$ cat src/rtl/ext_pipe.sv
// ext_pipe: load/immediate extension unit feeding a DEPTH-entry result FIFO.
// Defining EXT_MISALIGN_EN adds the oMisalign output, stored alongside each entry.
module ext_pipe #(
  parameter int DATA_W = 32,
  parameter int DEPTH  = 2
) (
  input  logic              clk,
  input  logic              rst,
  input  logic              iFlush,
  input  logic              iValid,
  output logic              oReady,
  input  logic [31:0]       iData,
  input  logic [2:0]        iMode,
  input  logic [1:0]        iOff,
  output logic              oValid,
  input  logic              iReady,
  output logic [DATA_W-1:0] oData
`ifdef EXT_MISALIGN_EN
  ,
  output logic              oMisalign
`endif
);
  localparam int PW = (DEPTH > 1) ? $clog2(DEPTH) : 1;
  localparam int CW = $clog2(DEPTH + 1);
  localparam logic [CW-1:0] FULL = CW'(DEPTH);
  localparam logic [PW-1:0] LAST = PW'(DEPTH - 1);

  logic [DATA_W-1:0] mem [DEPTH];
  logic [PW-1:0]     wptr, rptr;
  logic [CW-1:0]     count;
  logic [7:0]        byte_lane;
  logic [15:0]       half_lane, imm;
  logic [DATA_W-1:0] ext;
  logic              enq, deq;

  always_comb begin
    byte_lane = iData[{iOff, 3'b000} +: 8];
    half_lane = iOff[1] ? iData[31:16] : iData[15:0];
    imm       = iData[15:0];
    case (iMode)
      3'd0:    ext = DATA_W'($signed(iData));
      3'd1:    ext = DATA_W'($signed(half_lane));
      3'd2:    ext = DATA_W'(half_lane);
      3'd3:    ext = DATA_W'($signed(byte_lane));
      3'd4:    ext = DATA_W'(byte_lane);
      3'd5:    ext = DATA_W'($signed(imm));
      3'd6:    ext = DATA_W'(imm);
      default: ext = DATA_W'($signed({imm, 16'h0000}));
    endcase
  end

  // oReady includes the pass-through case: a full buffer accepts when the head leaves.
  assign oValid = (count != '0);
  assign deq    = oValid && iReady;
  assign oReady = (count < FULL) || deq;
  assign enq    = iValid && oReady && !iFlush;
  assign oData  = oValid ? mem[rptr] : '0;

  always_ff @(posedge clk) begin
    if (enq) mem[wptr] <= ext;
  end

  always_ff @(posedge clk) begin
    if (rst || iFlush) begin
      count <= '0;
      wptr  <= '0;
      rptr  <= '0;
    end else begin
      if (enq) wptr <= (wptr == LAST) ? '0 : wptr + PW'(1);
      if (deq) rptr <= (rptr == LAST) ? '0 : rptr + PW'(1);
      if (enq && !deq)      count <= count + CW'(1);
      else if (deq && !enq) count <= count - CW'(1);
    end
  end

`ifdef EXT_MISALIGN_EN
  logic mis_mem [DEPTH];
  logic mis_in;

  assign mis_in = ((iMode == 3'd1 || iMode == 3'd2) && iOff[0]) ||
                  (iMode == 3'd0 && iOff != 2'd0);
  assign oMisalign = oValid ? mis_mem[rptr] : 1'b0;

  always_ff @(posedge clk) begin
    if (enq) mis_mem[wptr] <= mis_in;
  end
`endif

endmodule

$ cat config.mk
export PLATFORM = sky130hd
export DESIGN_NAME = ext_pipe
export DESIGN_NICKNAME = d
export VERILOG_FILES = /design/src/rtl/ext_pipe.sv
export SDC_FILE = /design/constraint.sdc
export NUM_CORES = 1
export LEC_CHECK = 0
export CAP_MARGIN = 20
export CORE_AREA = 4 4 124 126
export DETAILED_ROUTE_END_ITERATION = 8
export DIE_AREA = 0 0 128 130
export GPL_TIMING_DRIVEN = 0
export SETUP_SLACK_MARGIN = 0.2
export SLEW_MARGIN = 30
export SYNTH_ARGS = -nofsm -noshare
export SYNTH_HDL_FRONTEND = slang
export SYNTH_SLANG_ARGS = --single-unit
$ cat constraint.sdc
create_clock -name clk -period 4.4 [get_ports clk]
set_input_delay 0.88 -clock clk [delete_from_list [all_inputs] [get_ports clk]]
set_output_delay 0.88 -clock clk [all_outputs]
set_load 0.05 [all_outputs]
* Word level (Yosys, flattened, before mapping)
Memories as Yosys holds them, arrays and structs flattened. A register that Yosys moved wholly into a read port is not among the register bits.
Index checks and enable logic that the tools add are counted.
** Word-level totals
- Bits in registers :: 4
- Bits in writable memories :: 64
- Bits of input ports :: 42
- Output and inout bits :: 34
- Memories kept :: 1
** Memory list
- mem :: words 2, width 32, rd ports 1, clocked after memory_dff 1, wr ports 1, line 28 : logic [DATA_W-1:0] mem [DEPTH];
** Cells by class
- Add/sub/neg operators :: 4
- Magnitude comparators :: 1
- Equality and inequality tests :: 6
- Shift-type cells :: 1
- Multiplexer cells :: 11
- Reduce and logical (&&, ||, !) cells :: 13
** Operators by type and width (count)
- $pmux 32 s7 :: 1
- $mux 32 :: 1
- $shiftx 32x6->8 :: 1
- $mux 16 :: 1
- $eq 3x3->1 const B :: 3
- $eq 3x2->1 const B :: 2
- $mux 1 :: 6
- $logic_and 1x1->1 :: 5
- $mux 2 :: 2
- $reduce_bool 2->1 :: 2
- $eq 3x1->1 const B :: 1
- $logic_not 1->1 :: 3
- $logic_not 3->1 :: 1
- $add 1x1->1 const B :: 2
- $add 2x1->2 const B :: 1
- $logic_or 1x1->1 :: 2
- $lt 2x2->1 const B :: 1
- $sub 2x1->2 const B :: 1

* Depth between registers and ports, before layout
- Word-level depth :: 9
- Mapped depth :: 8

* Worst setup path after synthesis
OpenSTA, ideal clock, no wires.
- Path kind :: input-to-reg
- Start point :: input iReady
- End point :: memory mem[0][0] (enable)
- Arrival :: 3090 ps
- Slack :: 885 ps
- Stages on the path :: 3
- Buffers on the path :: 0
- Path through :: nand2b_1 -> and3b_1 -> nor2b_1
** Between the ends
- Word-level cells in the longest chain between the ends :: 6
** RTL lines
- from (decl) :: line 16 : input logic iReady,
- $logic_and 1x1->1 :: line 54 : assign deq = oValid && iReady;
- $logic_or 1x1->1 :: line 55 : assign oReady = (count < FULL) || deq;
- $logic_and 1x1->1 (2 in a row) :: line 56 : assign enq = iValid && oReady && !iFlush;
- $mux 1 :: line 60 : if (enq) mem[wptr] <= ext;
- $mux 1 (not written as such) :: line 60
- to (decl) :: line 28
No other way between the ends.

==> reports/results.tsv <==
stage	metric	value	unit
critical_path	critical_path_slowest_stage_cell	sky130_fd_sc_hd__clkdlybuf4s50_1	
critical_path	maximum_fanout_along_the_worst_path	10	
timing	period_needed	3.54	ns
logic_synthesis	postSynthRegisterBits	69	
timing	hold_violations	0	
detailed_routing	vias	2624	
final_layout	antenna_cells_inserted	0	
floorplanning	die-area	16600	µm²
critical_path	end_kind	output port	
detailed_routing	firstDrtPassIters	4	
detailed_routing	detail_route.wl_per_cell	16.5	µm
clock_network	numCtsBuffers	9	
logic_synthesis	synth_enable_flop_cells	64	
clock_network	cts-root-to-sink-buffers	2	
pwr	power_leakage	1.64	nW
clock_network	cts_tree	done	
detailed_routing	drtAntennaViolNets	0	
logic_synthesis	synth_warnings	0	
final_layout	filler_cell_count	1426	
global_routing	grt_pass1_vias	2625	
critical_path	timing.critical_path.max_delay_family	buffers and inverters	
final_layout	layout-area-overhead-vs-synth	38.8	%
timing	timing.setup.tns	0	ns
critical_path	critical_path.startpoint_type	flip-flop	
global_routing	global_route.overflow_total	0	
floorplanning	chipWidth	128	µm
clock_network	cts_setup_buffers	0	
placement	post-dp-hpwl	7190	µm
detailed_routing	finalWirelength	9370	µm
logic_synthesis	synthArstFlopShare	0	%
critical_path	reg2reg_setup_slack	2.65	ns
timing	final_min_period_over_clock_period	80.4	%
pwr	vdd.ir_drop.worst	0.214	mV
clock_network	cts.reportedPaths.clkPinSlew	0.06	ns
critical_path	cp_data_arrival_time	2.66	ns
critical_path	r2r.worst_path.cells	8	
logic_synthesis	synth-seq-area-share	57.8	%
global_routing	wire_length_of_the_first_global_routing_pass	14300	µm
timing	setup_viol	0	
logic_synthesis	synth_cells	293	
logic_synthesis	syn_area	3500	µm²
logic_synthesis	netlist-cell-type-count	43	
critical_path	crit_chain	clkbuf_1 > buf_1 > mux2i_1 > nor2_1 > clkdlybuf4s50_1	
critical_path	critPathBufInv	3	
critical_path	endpoint	oData[2]	
clock_network	post_cts_resize_count	0	
floorplanning	core	14300	µm²
critical_path	critPathRequiredTime	3.52	ns
floorplanning	number_of_rows_created_at_floorplan	44	
timing	skew	0.00956	ns
critical_path	crit-reg2reg-launch	count[0]$_SDFFE_PP0P_	
detailed_routing	drt_first_iter_violations	215	
critical_path	reg2reg_to	count[1]$_SDFFE_PP0P_	
critical_path	cp.depth	5	
floorplanning	die_h	130	µm
timing	timing.max_slew.rel_slack	39.8	%
logic_synthesis	syn_avg_cell_area	11.9	µm²
final_layout	share_of_final_layout_standard_cells_stronger_than_drive_strength_1	9.38	%
clock_network	cts_hold_repair.buffers	0	
floorplanning	boundaryPins	76	
clock_network	clockRootBuffer	sky130_fd_sc_hd__clkbuf_16	
hold_path	holdPathStages	2	
placement	place.gp.congestion	0.875	
run_status	run_status	finished clean	
global_routing	grt_start_max_net_pins	23	
final_layout	layout.cell_area.non_filler	4860	µm²
final_layout	design.final.nets	422	
hold_path	hp-class	reg2reg	
critical_path	cp_slowest_stage_delay	0.81	ns
logic_synthesis	synth_top_flop_cell	sky130_fd_sc_hd__edfxtp_1	
critical_path	critical_path_class	reg2out	
timing	max_clock_freq	0.283	GHz
placement	numPortBuffers	72	
timing	worst-slew-pin-transition	0.891	ns
placement	placed_cell_area	4510	µm²
clock_network	worst_skew_pair.late_latency	0.33	ns
global_routing	antenna_violations_before_repair	0	
detailed_routing	vias_per_cell	4.62	
pwr	post-layout-total-power	1.91	mW
clock_network	cts.sink_count	69	
timing	report.final.slew_viol_count	0	
logic_synthesis	synth_net_count	336	
timing	setup_repair_after_global_routing_missed_its_margin	false	
floorplanning	initial_utilization	24.4	%
pwr	power.density_cell_area	392	nW/µm²
global_routing	grt_use_total	11.4	%
clock_network	htree_levels	3	
run	drv_cap	0	
detailed_routing	remaining_drc_errors	0	
## tightest hold or removal path, cell delays in order, from the launching register on
cell	delay, ns
sky130_fd_sc_hd__dfxtp_1	0.36
sky130_fd_sc_hd__xnor2_1	0.14
sky130_fd_sc_hd__nor3_1	0.04
## kinds of logic (layout without fill, tap and decap cells)
family	count (synthesis)	after routing	synth area share, %
and+or+nand+nor	109	109	14.1
AOI/OAI and AO/OA	48	48	10.4
buffers and inverters	21	112	4.26
muxes	40	40	11.9
DFF	69	69	57.8
adders and majority gates	1	1	0.358
xor gates and xnor gates	5	5	1.25
## cell type report
| type | count | area [µm²] | area share, % |
|---|---|---|---|
| flip-flops and latches | 69 | 2020 | 41.6 |
| multi-input cells | 203 | 1340 | 27.5 |
| repair buffers | 75 | 781 | 16.1 |
| well taps | 184 | 230 | 4.74 |
| clock buffers | 9 | 225 | 4.64 |
| plain buffers | 19 | 141 | 2.91 |
| clock inverters | 7 | 114 | 2.34 |
| inverters | 2 | 7.51 | 0.155 |
## where the power goes
group	leakage (nW)	internal, mW	switching, mW
registers	0.636	0.755	0.00633
logic	0.842	0.132	0.198
clock network	0.161	0.550	0.265
total	1.64	1.44	0.469
## routing by layer
| layer | global-route usage (%) | part of all wire (%) |
|---|---|---|
| met4 | 4.12 | 1.3 |
| met5 | 0 | 0 |
| met1 | 14.7 | 43 |
| met2 | 18.5 | 49 |
| met3 | 2.95 | 6.2 |
## cell usage in the layout (no fill, tap or decap), types with 2 or more instances in the layout
cell type,n
sky130_fd_sc_hd__a21oi_1,16
sky130_fd_sc_hd__xnor2_1,2
sky130_fd_sc_hd__nor2b_4,2
sky130_fd_sc_hd__nand2_1,22
sky130_fd_sc_hd__clkbuf_1,7
sky130_fd_sc_hd__bufinv_16,3
sky130_fd_sc_hd__buf_1,2
sky130_fd_sc_hd__and3_1,2
sky130_fd_sc_hd__dfxtp_1,5
sky130_fd_sc_hd__clkbuf_8,2
sky130_fd_sc_hd__inv_1,2
sky130_fd_sc_hd__o21ai_0,4
sky130_fd_sc_hd__buf_6,6
sky130_fd_sc_hd__a31oi_1,2
sky130_fd_sc_hd__nor3_1,6
sky130_fd_sc_hd__buf_16,2
sky130_fd_sc_hd__xor2_1,3
sky130_fd_sc_hd__a221o_1,15
sky130_fd_sc_hd__clkinv_1,2
sky130_fd_sc_hd__clkdlybuf4s50_1,72
sky130_fd_sc_hd__mux2i_1,39
sky130_fd_sc_hd__clkbuf_16,9
sky130_fd_sc_hd__edfxtp_1,64
sky130_fd_sc_hd__nor2b_1,4
sky130_fd_sc_hd__nor2_1,63
sky130_fd_sc_hd__a22o_1,2
sky130_fd_sc_hd__o21a_1,2
## worst min-delay path by stage
stage / startpoint / slack [ns] / endpoint
after floorplan: rptr$_SDFFE_PP0P_ / 0.52 / flip-flop
after global placement: rptr$_SDFFE_PP0P_ / 0.54 / rptr$_SDFFE_PP0P_
after detailed placement: count[1]$_SDFFE_PP0P_ / 0.56 / count[1]$_SDFFE_PP0P_
after CTS: count[1]$_SDFFE_PP0P_ / 0.58 / count[1]$_SDFFE_PP0P_
after global routing: count[1]$_SDFFE_PP0P_ / 0.63 / count[1]$_SDFFE_PP0P_
final: count[1]$_SDFFE_PP0P_ / 0.58 / count[1]$_SDFFE_PP0P_
## stage by stage
stage,util [%],hold slack (ns),std cells,worst slack [ns]
2_1_floorplan,-,0.520,293,0.885
3_3_place_gp,31.1,0.538,549,-0.0199
3_5_place_dp,31.5,0.560,551,1.20
4_1_cts,33.9,0.579,567,0.832
5_1_grt,33.9,0.629,568,0.713
6_report,33.9,0.583,568,0.861
## state kept, by name, summed over array words and instances (netlist names), named ones only
signal  count
mem        64
wptr        1
rptr        1
count       2
## synthesized netlist by cell type, types with 2 or more instances
| master | n | area share (%) |
|---|---|---|
| sky130_fd_sc_hd__buf_1 | 2 | 0.21 |
| sky130_fd_sc_hd__o21a_1 | 2 | 0.43 |
| sky130_fd_sc_hd__mux2i_1 | 39 | 11 |
| sky130_fd_sc_hd__a31oi_1 | 2 | 0.36 |
| sky130_fd_sc_hd__clkbuf_1 | 7 | 0.75 |
| sky130_fd_sc_hd__nor2_1 | 63 | 6.8 |
| sky130_fd_sc_hd__a22o_1 | 2 | 0.50 |
| sky130_fd_sc_hd__nand2_1 | 22 | 2.4 |
| sky130_fd_sc_hd__dfxtp_1 | 5 | 2.9 |
| sky130_fd_sc_hd__edfxtp_1 | 64 | 55 |
| sky130_fd_sc_hd__xnor2_1 | 2 | 0.50 |
| sky130_fd_sc_hd__o21ai_0 | 4 | 0.57 |
| sky130_fd_sc_hd__a221o_1 | 15 | 4.3 |
| sky130_fd_sc_hd__a21oi_1 | 16 | 2.3 |
| sky130_fd_sc_hd__buf_6 | 6 | 1.9 |
| sky130_fd_sc_hd__xor2_1 | 3 | 0.75 |
| sky130_fd_sc_hd__clkbuf_8 | 2 | 0.79 |
| sky130_fd_sc_hd__inv_1 | 2 | 0.21 |
| sky130_fd_sc_hd__nor2b_1 | 5 | 0.89 |
| sky130_fd_sc_hd__and3_1 | 2 | 0.36 |
| sky130_fd_sc_hd__nor3_1 | 6 | 0.86 |
(Power assumes the default switching activity.)
